<file path="src/rtl/lfsr_stream_peripheral_if.sv">
// Register bus: grant is combinational, each granted request gets one response cycle.
// No backpressure beyond req/gnt; responses always arrive exactly one cycle later.
interface bus_if;
    logic        req;
    logic        we;
    logic [31:0] addr;
    logic [31:0] wdata;
    logic        gnt;
    logic        rvalid;
    logic [31:0] rdata;
    logic        err;

    modport slave  (input req, we, addr, wdata, output gnt, rvalid, rdata, err);
    modport master (output req, we, addr, wdata, input gnt, rvalid, rdata, err);
endinterface

</file>
<file path="src/rtl/lfsr_stream_peripheral.sv">
// Multi-channel 80-bit LFSR word generator with per-channel prefetch FIFOs behind a register bus.
// Bus response one cycle after request; generators stall only when their FIFO is full and not popped.

// Generic FIFO, zero-latency head; write accepted when not full or when popped the same cycle.
// flush empties the FIFO and wins over a same-cycle write or read.
module fifo #(
    parameter int WIDTH = 32,
    parameter int DEPTH = 4
) (
    input  logic             clk_i,
    input  logic             rst_ni,
    input  logic             flush,
    input  logic             wr_vld,
    output logic             wr_rdy,
    input  logic [WIDTH-1:0] wr_dat,
    output logic             rd_vld,
    input  logic             rd_rdy,
    output logic [WIDTH-1:0] rd_dat
);
    localparam int AW = $clog2(DEPTH);

    logic [WIDTH-1:0] mem_q [DEPTH];
    logic [AW-1:0]    wr_ptr_q, rd_ptr_q;
    logic [AW:0]      cnt_q;
    logic             do_wr, do_rd;

    assign rd_vld = cnt_q != '0;
    assign rd_dat = mem_q[rd_ptr_q];
    assign do_rd  = rd_vld && rd_rdy;
    assign wr_rdy = (cnt_q != (AW+1)'(DEPTH)) || do_rd;
    assign do_wr  = wr_vld && wr_rdy;

    always_ff @(posedge clk_i or negedge rst_ni) begin
        if (!rst_ni) begin
            wr_ptr_q <= '0;
            rd_ptr_q <= '0;
            cnt_q    <= '0;
            for (int i = 0; i < DEPTH; i++) mem_q[i] <= '0;
        end else if (flush) begin
            wr_ptr_q <= '0;
            rd_ptr_q <= '0;
            cnt_q    <= '0;
        end else begin
            if (do_wr) begin
                mem_q[wr_ptr_q] <= wr_dat;
                wr_ptr_q        <= wr_ptr_q + 1'b1;
            end
            if (do_rd) rd_ptr_q <= rd_ptr_q + 1'b1;
            cnt_q <= cnt_q + (AW+1)'(do_wr) - (AW+1)'(do_rd);
        end
    end
endmodule

module lfsr_stream_peripheral #(
    parameter int NUM_CH     = 2,
    parameter int FIFO_DEPTH = 4
) (
    input  logic clk_i,
    input  logic rst_ni,
    bus_if.slave bus
);
    localparam logic [4:0] NUM_CH_L = 5'(NUM_CH);

    logic [3:0]             ch_sel, off;
    logic                   is_status, ch_ok;
    logic                   data_rd, seed_wr, status_rd, status_wr;
    logic [NUM_CH-1:0]      fifo_vld, wr_rdy, en_vec, udf_vec;
    logic [NUM_CH-1:0][31:0] head_dat;
    logic [31:0]            head_sel, status_vec, rdata_d;
    logic                   sel_vld, err_d;
    logic                   rvalid_q, err_q;
    logic [31:0]            rdata_q;
    logic                   unused_addr_hi;

    // 32 Fibonacci steps folded into one cycle
    function automatic logic [79:0] advance32(input logic [79:0] s);
        logic [79:0] t;
        t = s;
        for (int i = 0; i < 32; i++)
            t = {t[0] ^ t[13] ^ t[23] ^ t[38] ^ t[51] ^ t[62], t[79:1]};
        return t;
    endfunction

    assign ch_sel         = bus.addr[7:4];
    assign off            = bus.addr[3:0];
    assign unused_addr_hi = ^bus.addr[31:8];
    assign is_status      = bus.addr[7:0] == 8'hF0;
    assign ch_ok          = {1'b0, ch_sel} < NUM_CH_L;
    assign data_rd        = bus.req && !bus.we && ch_ok && (off == 4'h0);
    assign seed_wr        = bus.req && bus.we && ch_ok &&
                            (off == 4'h4 || off == 4'h8 || off == 4'hC);
    assign status_rd      = bus.req && !bus.we && is_status;
    assign status_wr      = bus.req && bus.we && is_status;
    assign bus.gnt        = bus.req;

    always_comb begin
        head_sel   = '0;
        sel_vld    = 1'b0;
        status_vec = '0;
        for (int c = 0; c < NUM_CH; c++) begin
            if (ch_sel == 4'(c)) begin
                head_sel = head_dat[c];
                sel_vld  = fifo_vld[c];
            end
            status_vec[c]     = fifo_vld[c];
            status_vec[8 + c] = udf_vec[c];
        end
    end

    // Anything that is not a legal data read, seed write or status access is an error
    always_comb begin
        rdata_d = '0;
        err_d   = 1'b0;
        if (status_rd) begin
            rdata_d = status_vec;
        end else if (data_rd) begin
            if (sel_vld) rdata_d = head_sel;
            else         err_d   = 1'b1;
        end else if (!(seed_wr || status_wr)) begin
            err_d = bus.req;
        end
    end

    for (genvar c = 0; c < NUM_CH; c++) begin : g_ch
        logic [79:0] state_q;
        logic [63:0] stage_q;
        logic        en_q, udf_q, hit, pop, seed_hi, push;

        assign hit        = ch_sel == 4'(c);
        assign pop        = data_rd && hit && fifo_vld[c];
        assign seed_hi    = seed_wr && hit && (off == 4'hC);
        assign push       = en_q && !seed_hi;
        assign en_vec[c]  = en_q;
        assign udf_vec[c] = udf_q;

        fifo #(.WIDTH(32), .DEPTH(FIFO_DEPTH)) u_fifo (
            .clk_i  (clk_i),
            .rst_ni (rst_ni),
            .flush  (seed_hi),
            .wr_vld (push),
            .wr_rdy (wr_rdy[c]),
            .wr_dat (state_q[31:0]),
            .rd_vld (fifo_vld[c]),
            .rd_rdy (pop),
            .rd_dat (head_dat[c])
        );

        always_ff @(posedge clk_i or negedge rst_ni) begin
            if (!rst_ni) begin
                state_q <= '0;
                stage_q <= '0;
                en_q    <= 1'b0;
                udf_q   <= 1'b0;
            end else begin
                if (seed_hi) begin
                    state_q <= {bus.wdata[15:0], stage_q};
                    en_q    <= 1'b1;
                end else if (push && wr_rdy[c]) begin
                    state_q <= advance32(state_q);
                end
                if (seed_wr && hit && off == 4'h4) stage_q[31:0]  <= bus.wdata;
                if (seed_wr && hit && off == 4'h8) stage_q[63:32] <= bus.wdata;
                if (data_rd && hit && !fifo_vld[c])
                    udf_q <= 1'b1;
                else if (status_wr && bus.wdata[8 + c])
                    udf_q <= 1'b0;
            end
        end
    end

    always_ff @(posedge clk_i or negedge rst_ni) begin
        if (!rst_ni) begin
            rvalid_q <= 1'b0;
            rdata_q  <= '0;
            err_q    <= 1'b0;
        end else begin
            rvalid_q <= bus.req;
            rdata_q  <= rdata_d;
            err_q    <= err_d;
        end
    end

    assign bus.rvalid = rvalid_q;
    assign bus.rdata  = rdata_q;
    assign bus.err    = err_q;
endmodule

</file>
<file path="src/flat_wrapper.sv">
// flat-port wrapper written by rule: the top's interface ports become plain ports
module lfsr_stream_peripheral_flat 
#(
    parameter int NUM_CH     = 2,
    parameter int FIFO_DEPTH = 4
)
  (clk_i, rst_ni, bus_req, bus_we, bus_addr, bus_wdata, bus_gnt, bus_rvalid, bus_rdata, bus_err);
  bus_if bus_i ();
  input  logic clk_i;
  input  logic rst_ni;
  input wire logic [$bits(bus_i.req)-1:0] bus_req;
  input wire logic [$bits(bus_i.we)-1:0] bus_we;
  input wire logic [$bits(bus_i.addr)-1:0] bus_addr;
  input wire logic [$bits(bus_i.wdata)-1:0] bus_wdata;
  output wire logic [$bits(bus_i.gnt)-1:0] bus_gnt;
  output wire logic [$bits(bus_i.rvalid)-1:0] bus_rvalid;
  output wire logic [$bits(bus_i.rdata)-1:0] bus_rdata;
  output wire logic [$bits(bus_i.err)-1:0] bus_err;
  assign bus_i.req = bus_req;
  assign bus_i.we = bus_we;
  assign bus_i.addr = bus_addr;
  assign bus_i.wdata = bus_wdata;
  assign bus_gnt = bus_i.gnt;
  assign bus_rvalid = bus_i.rvalid;
  assign bus_rdata = bus_i.rdata;
  assign bus_err = bus_i.err;
  lfsr_stream_peripheral #(.NUM_CH(NUM_CH), .FIFO_DEPTH(FIFO_DEPTH)) u_core (.clk_i(clk_i), .rst_ni(rst_ni), .bus(bus_i));
endmodule
</file>
<file path="config.mk">
export PLATFORM = sky130hd
export DESIGN_NAME = lfsr_stream_peripheral_flat
export DESIGN_NICKNAME = d
export VERILOG_FILES = /design/src/rtl/lfsr_stream_peripheral_if.sv /design/src/rtl/lfsr_stream_peripheral.sv /design/src/flat_wrapper.sv
export SDC_FILE = /design/constraint.sdc
export NUM_CORES = 1
export LEC_CHECK = 0
export ABC_AREA = 1
export CAP_MARGIN = 20
export CORE_UTILIZATION = 62
export DETAILED_ROUTE_END_ITERATION = 10
export HOLD_SLACK_MARGIN = 0.08
export PLACE_DENSITY = 0.83
export RECOVER_POWER = 100
export SETUP_SLACK_MARGIN = 0.02
export SLEW_MARGIN = 20
export SYNTH_ARGS = -nofsm -noshare
export SYNTH_HDL_FRONTEND = slang
export SYNTH_SLANG_ARGS = --single-unit
</file>
<file path="constraint.sdc">
create_clock -name clk_i -period 4.5 [get_ports clk_i]
set_input_delay 0.675 -clock clk_i [delete_from_list [all_inputs] [get_ports clk_i]]
set_output_delay 0.675 -clock clk_i [all_outputs]
set_load 0.05 [all_outputs]
</file>
# After elaboration in Yosys (flattened, before gate mapping)
# Index checks and enable logic that the tools add are counted.
# W data, S select, Z words.
dict set report totals {
  reg_bits 596
  latch_bits 0
  ram_bits 0
  romBits 0
  inputBits 68
  output_inout_bits 35
  word_cells 470
  mem_count 0
}
dict set report op_classes {
  n_addsub 8
  mul 0
  n_div 0
  magnitude_cmp 7
  eq_ne 7
  n_shift 0
  n_mux 41
  bitwise_logic 326
  reduce_logical 54
}
# op count
set op_table {}
lappend op_table {{$mux W32} 11}
lappend op_table {{$mux W80} 4}
lappend op_table {{$xor A1 B1 Y1} 320}
lappend op_table {{$bwmux W128} 2}
lappend op_table {{$bmux W32 S2} 2}
lappend op_table {{$demux W32 S2} 2}
lappend op_table {{$logic_and A1 B1 Y1} 32}
lappend op_table {{$mux W2} 8}
lappend op_table {{$ge A3 B3 Y1 const B} 4}
lappend op_table {{$not A2 Y3} 4}
lappend op_table {{$reduce_bool A2 Y1} 6}
lappend op_table {{$mux W1} 10}
lappend op_table {{$add A2 B1 Y2 const B} 4}
lappend op_table {{$eq A4 B4 Y1 const B} 2}
lappend op_table {{$eq A8 B8 Y1 const B} 1}
lappend op_table {{$logic_not A4 Y1} 2}
lappend op_table {{$add A3 B1 Y3} 2}
lappend op_table {{$lt A3 B1 Y1 const B} 2}
lappend op_table {{$mux W3} 2}
lappend op_table {{$ne A3 B3 Y1 const B} 2}
lappend op_table {{$reduce_bool A3 Y1} 2}
lappend op_table {{$sub A3 B1 Y3} 2}
lappend op_table {{$logic_not A1 Y1} 5}
lappend op_table {{$logic_or A1 B1 Y1} 5}
lappend op_table {{5 further kinds} 7}

# Logic depth before layout (Yosys ltp)
# Gate-level depths: netlist of the first run.
dict set report logic_depth {
  ltp_word 12
  depth_mapped 16
}

# Hierarchy
# From an unflattened synthesis of the first run, not the netlist that was laid out.
dict set report hier_totals {
  hier_cells 3764
  area_unflattened_um2 30334.1
}
# module instances cells_each area_per_inst_um2
set modules_own_cells {}
lappend modules_own_cells {lfsr_stream_peripheral 1 2158 17249.0}
lappend modules_own_cells {fifo 2 803 6542.5}

# Worst setup path after synthesis of the first run
# Ideal clock, no wire load.
dict set report synth_timing {
  path_type {in2reg}
  startpoint {input bus_addr[1]}
  endpoint {register u_core.g_ch[0].u_fifo.cnt_q[1]}
  setup_ns 0.063
  arrival_ns 2.804
  required_ns 4.437
  setup_slack_ns 1.633
  cell_stages 13
  path_buffers 1
  path_cell_list {nor2_1 > nand3_1 > nor2_4 > nand3_2 > nand3_4 > clkbuf_1 > ha_1 > inv_1 > ha_1 > inv_1 > fa_1 > or2_2 > inv_1}
}
dict set report synth_between {
  elab_chain_len 12
  word_cells_on_any_way 20
  cone_classes {add/sub: 2; eq/ne: 3; mux: 1; reduce/logical: 14}
}
# element line
set synth_rtl {}
lappend synth_rtl {{start: declaration} flat_wrapper.sv:13} ;# input wire logic [$bits(bus_i.addr)-1:0] bus_addr;
lappend synth_rtl {{$eq A4 B3 Y1 or $eq A4 B4 Y1 (tied branches)} lfsr_stream_peripheral.sv:91} ;# (off == 4'h4 || off == 4'h8 || off == 4'hC);
lappend synth_rtl {{$logic_or A1 B1 Y1 (2 in a row)} lfsr_stream_peripheral.sv:91}
lappend synth_rtl {{$logic_and A1 B1 Y1} lfsr_stream_peripheral.sv:90} ;# assign seed_wr = bus.req && bus.we && ch_ok &&
lappend synth_rtl {{$logic_and A1 B1 Y1 (2 in a row)} lfsr_stream_peripheral.sv:131} ;# assign seed_hi = seed_wr && hit && (off == 4'hC);
lappend synth_rtl {{$logic_not A1 Y1} lfsr_stream_peripheral.sv:132} ;# assign push = en_q && !seed_hi;
lappend synth_rtl {{$logic_and A1 B1 Y1} lfsr_stream_peripheral.sv:132}
lappend synth_rtl {{$logic_and A1 B1 Y1} lfsr_stream_peripheral.sv:31} ;# assign do_wr = wr_vld && wr_rdy;
lappend synth_rtl {{$add A3 B1 Y3} lfsr_stream_peripheral.sv:49} ;# cnt_q <= cnt_q + (AW+1)'(do_wr) - (AW+1)'(do_rd);
lappend synth_rtl {{$sub A3 B1 Y3} lfsr_stream_peripheral.sv:49}
lappend synth_rtl {{$mux W3 (*)} lfsr_stream_peripheral.sv:39} ;# end else if (flush) begin
lappend synth_rtl {{end signal: assignment} lfsr_stream_peripheral.sv:49}
lappend synth_rtl {{end: declaration} lfsr_stream_peripheral.sv:24} ;# logic [AW:0] cnt_q;
# Mark *: on every way between the ends. The rest lies on a longest branch, timed or not.
# A chain may end at the register's enable or synchronous reset.

# Worst setup path in the final report of the first run
dict set report layout_timing {
  startpoint {input bus_req}
  endpoint {register u_core.g_ch[0].state_q[52]}
}
dict set report layout_between {
  elab_chain_len 9
  word_cells_on_any_way 17
  cone_classes {mux: 1; reduce/logical: 16}
}
# element line
set layout_rtl {}
lappend layout_rtl {{start: declaration} flat_wrapper.sv:11} ;# input wire logic [$bits(bus_i.req)-1:0] bus_req;
lappend layout_rtl {{$logic_and A1 B1 Y1, on equally long branches (3 in a row)} {lfsr_stream_peripheral.sv:90, lfsr_stream_peripheral.sv:89}}
lappend layout_rtl {{$logic_and A1 B1 Y1, on equally long branches (2 in a row)} {lfsr_stream_peripheral.sv:131, lfsr_stream_peripheral.sv:130}}
lappend layout_rtl {{$logic_not A1 Y1 or $logic_and A1 B1 Y1 (tied branches)} {lfsr_stream_peripheral.sv:132, lfsr_stream_peripheral.sv:29}}
lappend layout_rtl {{$logic_and A1 B1 Y1 or $logic_or A1 B1 Y1 (tied branches)} {lfsr_stream_peripheral.sv:132, lfsr_stream_peripheral.sv:30}}
lappend layout_rtl {{$logic_and A1 B1 Y1} lfsr_stream_peripheral.sv:158} ;# end else if (push && wr_rdy[c]) begin
lappend layout_rtl {{$reduce_bool A2 Y1 (no source line)} --}
lappend layout_rtl {{end signal: assignment} lfsr_stream_peripheral.sv:156} ;# state_q <= {bus.wdata[15:0], stage_q};
lappend layout_rtl {{end signal: assignment} lfsr_stream_peripheral.sv:159} ;# state_q <= advance32(state_q);
lappend layout_rtl {{end: declaration} lfsr_stream_peripheral.sv:125} ;# logic [79:0] state_q;
# Parallel ways exist; a longest one is shown, timed or not.

==> impl_metrics.yaml, run 1 <==
clock_network:
  cts-resized-gates: 0
  h-tree-depth: 2
  clock_tree.buffer_depth: 3
  clk_pin_slew_worst_paths_ns: 0.06
  cts_tree: "yes"
  cts_buffers: 60
  cts-root-buf: "clkbuf_16"
  tritoncts_sink_count: 596
  cts-hold-fix-buffers: 0
  postCtsSetupRepairBufs: 0
  clock_insertion_delay_worst_skew_ns: 0.64
sta:
  final-hold-violation-count: 0
  slew_at_the_pin_with_the_worst_max_slew_slack_ns: 2.66
  fin_skew_ns: 0.0119
  report.final.setup_viol: 0
  fin_crit_ns: 3.65
  final_max_slew_viol_count: 97
  rsz0062_at_grt: "false"
  max_freq_mhz: 274
  relSlewSlack: -0.775
  fin_tns_setup_ns: 0
  fin_crit_sh: 0.810
synthesis:
  mapped_cells: 3447
  synth.distinct_cells: 39
  avgSynthCellArea_um2: 8.39
  mappedNetlistArea_um2: 28900
  synth_seq_area_share: 0.516
  yosysWarningCount: 0
  syn_nets: 3529
  yosys_most_used_dff: "dfrtp_1"
  async_reset_ff_frac: 1.00
  synth_edf_count: 0
  yosys_register_bits: 596
final_layout:
  final-instance-count-excl-fill: 4077
  final_net_count: 3510
  area.sequential_um2: 14900
  syn2layout_area_growth_pct: 10.3
  fraction_of_final_layout_cells_sized_beyond_drive_strength_1: 0.0524
  final.fill_count: 3538
  multiInputGateArea_um2: 12000
placement:
  port_buffers: 78
  hpwl_um: 58000
  final_replace_weighted_congestion: 0.948
  placed_cells: 3966
routing:
  postRouteAntennaNets: 0
  detail_route.first_pass.iterations: 6
  detail_route.vias_per_cell: 5.98
  initial_drt_markers: 2852
  vias: 24383
  post_drt_wl_per_cell_um: 21.1
  detail_route.wirelength_um: 86100
  drc: 0
global_route:
  grt_util_all_layers: 0.367
  gr-total-overflow: 0
  first_pass_grt_wire_length_um: 132000
  largest_net_degree_at_the_start_of_global_routing: 121
  grt_antenna_before_repair: 1
  grt_pass1_vias: 23129
run:
  timing.max_cap.violations: 1
setup_path:
  reg_to_reg_slack_setup_ns: 1.81
  delay_of_the_slowest_cell_on_the_worst_path_ns: 0.65
  reg2reg_to: "u_core.g_ch[1].state_q[15]$_DFFE_PN0P_"
  r2r.worst_path.cells: 7
  worstSetupStartpointType: "primary input"
  cp.required_ns: 5.05
  criticalPathCategory: "in -> reg"
  crit_arrival_ns: 4.19
  crit_path_max_fanout: 47
  crit_path_end_kind: "flip-flop"
  cp_cell_sequence: "dlygate4sd3_1 -> nand2_1 -> inv_1 -> nand3_1 -> nor2_1 -> nand3_1 -> clkbuf_1 -> inv_2 -> buf_12 -> nand2_1 -> o211ai_1"
  cpMaxStageDelayCell: "dlygate4sd3_1"
  critPathTopFamily: "buffers and inverters"
  worstReg2RegStart: "u_core.g_ch[1].u_fifo.cnt_q[1]$_DFF_PN0_"
  cp_num_buf_inv: 5
die:
  design.portCount: 103
  rows: 78
  die_width_um: 218
  die_area_um2: 47500
  die_height_um: 218
  start_util: 0.633
  coreArea_um2: 45700
power:
  total_leakage_power_nw: 15.3
  report.power.total_mw: 19.0
  p_per_area_nw_per_um2: 595
  vdd.ir_drop.worst_mv: 0.522
min_path:
  hold_path.class: "reg -> reg"
  whs_path_depth: 2
  hold_path_startpoint: "u_core.g_ch[0].u_fifo.mem_q[49]$_DFFE_PN0P_"
  timing.hold.worst_endpoint: "u_core.g_ch[0].u_fifo.mem_q[49]$_DFFE_PN0P_"
status:
  run_status: "finished with violations"
  failed_checks: "max-capacitance violations, max-slew violations"
-- per-stage QoR --
stage / utilization / worst slack, ns / hold slack (ns) / area, um2
after floorplan: - / 1.63 / 0.379 / 28900
after global placement: 0.654 / 1.09 / 0.465 / 29900
after detailed placement: 0.654 / 0.967 / 0.472 / 29900
after CTS: 0.700 / 1.59 / 0.114 / 32000
after global routing: 0.698 / 0.696 / 0.498 / 31900
final: 0.698 / 0.853 / 0.480 / 31900
-- worst max path at each step --
stage	start	endpoint	slack, ns	cells past startpoint
3_3_place_gp	bus_addr[1]	u_core.g_ch[1].u_fifo.cnt_q[1]$_DFF_PN0_	1.09	13
2_1_floorplan	bus_addr[1]	u_core.g_ch[0].u_fifo.cnt_q[1]$_DFF_PN0_	1.63	13
5_1_grt	bus_req	u_core.g_ch[0].state_q[52]$_DFFE_PN0P_	0.70	11
6_report	bus_req	u_core.g_ch[0].state_q[52]$_DFFE_PN0P_	0.85	11
3_5_place_dp	bus_req	u_core.g_ch[0].u_fifo.mem_q[15]$_DFFE_PN0P_	0.97	12
4_1_cts	bus_req	u_core.g_ch[0].u_fifo.mem_q[29]$_DFFE_PN0P_	1.59	13
-- synth_stat cells, types with 3 or more instances --
master,n,area share
a21oi_1,50,0.0087
a32o_1,27,0.0093
buf_1,11,0.0014
buf_2,61,0.011
buf_4,15,0.0039
buf_6,16,0.0062
clkbuf_1,94,0.012
dfrtp_1,596,0.52
ha_1,12,0.0052
inv_1,268,0.035
inv_2,7,0.00091
nand2_1,1160,0.15
nand2_2,8,0.0017
nand2_4,3,0.0012
nand3_1,98,0.017
nand3_2,3,0.0010
nand3b_1,4,0.0010
nand4_1,7,0.0015
nor2_1,101,0.013
o2111a_1,3,0.0012
o211ai_1,113,0.029
o21ai_0,329,0.057
o21ai_1,160,0.028
o221ai_1,4,0.0012
o22ai_1,32,0.0069
o31ai_1,6,0.0016
or2_2,15,0.0032
xnor2_1,135,0.041
xor2_1,95,0.029
-- area by class of cell --
class	instances	share of cell area
Tap cell	600	0.0235
Multi-Input combinational cell	2378	0.375
Clock buffer	83	0.0548
Clock inverter	27	0.0107
Timing Repair Buffer	116	0.0354
Inverter	276	0.0325
Sequential cell	596	0.468
Antenna cell	1	0.0000785
-- state kept, by name, summed over array words and instances (netlist names), 2 cells and up --
signal	cells
u_core.g_ch.u_fifo.mem_q	256
u_core.g_ch.state_q	160
u_core.g_ch.stage_q	128
u_core.bus.rdata	32
u_core.g_ch.u_fifo.cnt_q	6
u_core.g_ch.u_fifo.rd_ptr_q	4
u_core.g_ch.u_fifo.wr_ptr_q	4
u_core.g_ch.en_q	2
u_core.g_ch.udf_q	2
-- cell usage in the layout, fill, tap and decap left out, types with 15 or more instances in the layout --
cell	Yosys	routed
a21oi_1	50	50
a32o_1	27	27
buf_4	15	19
clkbuf_16	0	60
clkbuf_8	0	16
clkdlybuf4s50_1	0	40
dfrtp_1	596	595
dlygate4sd3_1	0	37
inv_1	268	268
nand2_1	1160	1161
nand3_1	98	96
nor2_1	101	102
o211ai_1	113	113
o21ai_0	329	482
o22ai_1	32	32
or2_2	15	15
xnor2_1	135	135
xor2_1	95	95
-- worst min-delay path, cell delays in order (launching register included) --
cell	delay, ns
dfrtp_1	0.34
nand2_1	0.05
o21ai_0	0.06
-- kinds of logic (layout without fill, tap and decap cells) --
family,count (synthesis),in the layout,synth area share
AOI/OAI and AO/OA,724,724,0.143
xor gates and xnor gates,230,230,0.0697
adders and majority gates,14,14,0.00658
buffers and inverters,473,502,0.0701
DFF,596,596,0.516
other,0,1,0
and+or+nand+nor,1410,1410,0.195
-- power by group --
group          total (mW)  switching [mW]  internal [mW]
clock                5.26            2.15           3.11
sequential           7.26           0.987           6.28
combinational        6.47            4.10           2.37
total                19.0            7.23           11.8
-- per-layer routing --
layer  vias to the layer above  global-route usage  wire [um]
li1                      11039                   -          -
met1                     12011               0.525      35800
met2                      1146               0.555      38600
met3                       185              0.0686       8030
met4                         2               0.149       3710
met5                         -                   0         11
No activity file was read; power rests on OpenSTA's default activity.
==> run 2: changes to the inputs <==
--- a/config.mk
+++ b/config.mk
@@ -7,10 +7,10 @@
 export LEC_CHECK = 0
 export ABC_AREA = 1
 export CAP_MARGIN = 20
-export CORE_UTILIZATION = 62
+export CORE_UTILIZATION = 56
 export DETAILED_ROUTE_END_ITERATION = 10
 export HOLD_SLACK_MARGIN = 0.08
-export PLACE_DENSITY = 0.83
+export PLACE_DENSITY = 0.79
 export RECOVER_POWER = 100
 export SETUP_SLACK_MARGIN = 0.02
 export SLEW_MARGIN = 20
==> constraint.sdc (replaced) <==
create_clock -name clk_i -period 3.2 [get_ports clk_i]
set_input_delay 0.48 -clock clk_i [delete_from_list [all_inputs] [get_ports clk_i]]
set_output_delay 0.48 -clock clk_i [all_outputs]
set_load 0.05 [all_outputs]
==> impl_metrics.yaml, run 2 (same netlist as run 1, synthesis figures left out) <==
global_route:
  grt.met3_usage: 0.0614
  grt_pass1_vias: 22722
  grt_antenna_before_repair: 0
  routing_usage_on_met2: 0.473
  gr-total-overflow: 0
  globalRoute.busiestLayer: "met2"
  first_pass_grt_wire_length_um: 130000
  gr-usage-met1: 0.457
  grt_util_all_layers: 0.319
  largest_net_degree_at_the_start_of_global_routing: 94
sta:
  relSlewSlack: -0.0667
  fin_skew_ns: 0.00980
  fin_crit_ns: 2.72
  report.final.setup_viol: 0
  rsz0062_at_grt: "false"
  final_max_slew_viol_count: 31
  final-hold-violation-count: 0
  slew_at_the_pin_with_the_worst_max_slew_slack_ns: 1.60
  fin_crit_sh: 0.850
  fin_tns_setup_ns: 0
  fin_hold_ws_ns: 0.442
  max_freq_mhz: 368
die:
  start_util: 0.572
  die_width_um: 229
  die_area_um2: 52500
  coreArea_um2: 50600
  design.portCount: 103
  die_height_um: 229
  rows: 82
routing:
  vias: 24183
  detail_route.first_pass.iterations: 8
  drc: 0
  post_drt_wl_per_cell_um: 19.7
  initial_drt_markers: 3050
  postRouteAntennaNets: 0
  detail_route.wirelength_um: 82500
  detail_route.vias_per_cell: 5.78
setup_path:
  criticalPathCategory: "in -> reg"
  cp_num_buf_inv: 5
  crit_arrival_ns: 3.27
  worstSetupStartpointType: "primary input"
  cp.required_ns: 3.75
  cpMaxStageDelayCell: "inv_1"
  crit_top_cell: "nand2_1"
  delay_of_the_slowest_cell_on_the_worst_path_ns: 0.80
  crit_path_max_fanout: 30
  crit_path_end_kind: "flip-flop"
  critPathTopFamily: "buffers and inverters"
  cp_cell_sequence: "dlygate4sd3_1 -> clkbuf_1 -> nand4_4 -> nand2_1 -> inv_2 -> nand2_2 -> buf_4 -> nand2_1 -> inv_1 -> nand2_1 -> o211ai_1"
clock_network:
  cts-resized-gates: 0
  tritoncts_sink_count: 596
  cts_buffers: 59
  cts-hold-fix-buffers: 1
  clk_pin_slew_worst_paths_ns: 0.06
  cts_tree: "yes"
  cts-root-buf: "clkbuf_16"
  h-tree-depth: 2
  clock_insertion_delay_worst_skew_ns: 0.64
  postCtsSetupRepairBufs: 0
  clock_tree.buffer_depth: 3
placement:
  hpwl_um: 56800
  placed_cells: 4067
  final_replace_weighted_congestion: 0.983
  port_buffers: 78
status:
  failed_checks: "max-capacitance violations, max-slew violations"
  run_status: "finished with violations"
final_layout:
  largest_registers: "u_core.g_ch.u_fifo.mem_q (256), u_core.g_ch.state_q (160), u_core.g_ch.stage_q (128)"
  fraction_of_final_layout_cells_sized_beyond_drive_strength_1: 0.0559
  layout.cells.most_common: "nand2_1"
  most-common-layout-cells: "1165 x nand2_1, 594 x dfrtp_1, 475 x o21ai_0"
  top_register: "u_core.g_ch.u_fifo.mem_q"
  final_net_count: 3539
  syn2layout_area_growth_pct: 11.9
  final-instance-count-excl-fill: 4182
  final.fill_count: 4192
  largest_register_ff_count: 256
min_path:
  hold_path.class: "in -> reg"
run:
  timing.max_cap.violations: 1
power:
  total_leakage_power_nw: 15.4
  vdd.ir_drop.worst_mv: 0.487
  report.power.total_mw: 26.7
  p_per_area_nw_per_um2: 825
run 2: changes by cell type in the layout (fill, tap and decap cells not counted), moves of 7 or more:
cell / delta
buf_12: +14
clkbuf_1: +12
clkinvlp_4: +11
clkbuf_8: -7
o21ai_0: -7
o21ai_1: +7
run 2: through the flow:
| stage | worst slack, ns | util | instance area (um2) |
|---|---|---|---|
| after floorplan | 0.528 | - | 28900 |
| after global placement | 0.173 | 0.602 | 30400 |
| after detailed placement | 0.124 | 0.602 | 30400 |
| after CTS | 0.774 | 0.644 | 32600 |
| after global routing | 0.302 | 0.640 | 32300 |
| final | 0.479 | 0.640 | 32400 |
run 2: worst paths after layout:
| kind | start | endpoint | slack [ns] | cells after the start |
|---|---|---|---|---|
| setup reg to reg | u_core.g_ch[1].u_fifo.cnt_q[1]$_DFF_PN0_ | u_core.g_ch[1].state_q[65]$_DFFE_PN0P_ | 0.83 | 8 |
| hold / removal | bus_wdata[7] | u_core.g_ch[0].state_q[71]$_DFFE_PN0P_ | 0.44 | 3 |
| setup / recovery | bus_addr[4] | u_core.g_ch[1].state_q[65]$_DFFE_PN0P_ | 0.48 | 11 |
| hold reg to reg | u_core.g_ch[0].u_fifo.mem_q[39]$_DFFE_PN0P_ | u_core.g_ch[0].u_fifo.mem_q[39]$_DFFE_PN0P_ | 0.48 | 2 |
| min in group asynchronous | rst_ni | u_core.g_ch[0].u_fifo.rd_ptr_q[0]$_DFFE_PN0P_ | 0.47 | 2 |
| max in group asynchronous | rst_ni | u_core.g_ch[1].u_fifo.mem_q[21]$_DFFE_PN0P_ | 0.79 | 3 |
run 2: layer usage:
| metal | vias up | part of all wire |
|---|---|---|
| met1 | 11698 | 0.42 |
| met2 | 1197 | 0.44 |
| met5 | - | 0 |
| li1 | 11112 | - |
| met3 | 176 | 0.099 |
| met4 | 0 | 0.044 |
run 2: area by class of cell:
cell class | instances | area [um2] | area share
Tap cell | 672 | 841 | 0.0260
Clock inverter | 39 | 478 | 0.0148
Multi-Input combinational cell | 2378 | 12000 | 0.369
Clock buffer | 73 | 1640 | 0.0507
Sequential cell | 596 | 14900 | 0.461
Antenna cell | 2 | 5.00 | 0.000155
Inverter | 276 | 1040 | 0.0320
Timing Repair Buffer | 146 | 1480 | 0.0458
run 2: worst register-to-register path, cell delays in order (launching register included):
cell	delay, ns
dfrtp_1	0.42
nor2_1	0.17
nand3_1	0.11
nand2_2	0.09
buf_4	0.26
nand2_1	0.15
inv_1	0.80
nand2_1	0.14
o211ai_1	0.13
run 2: power by group:
group          switching [mW]  internal, mW  total [mW]
Clock                    3.11          4.38        7.49
Sequential               1.40          8.82        10.2
Combinational            5.63          3.35        8.98
Total                    10.1          16.6        26.7
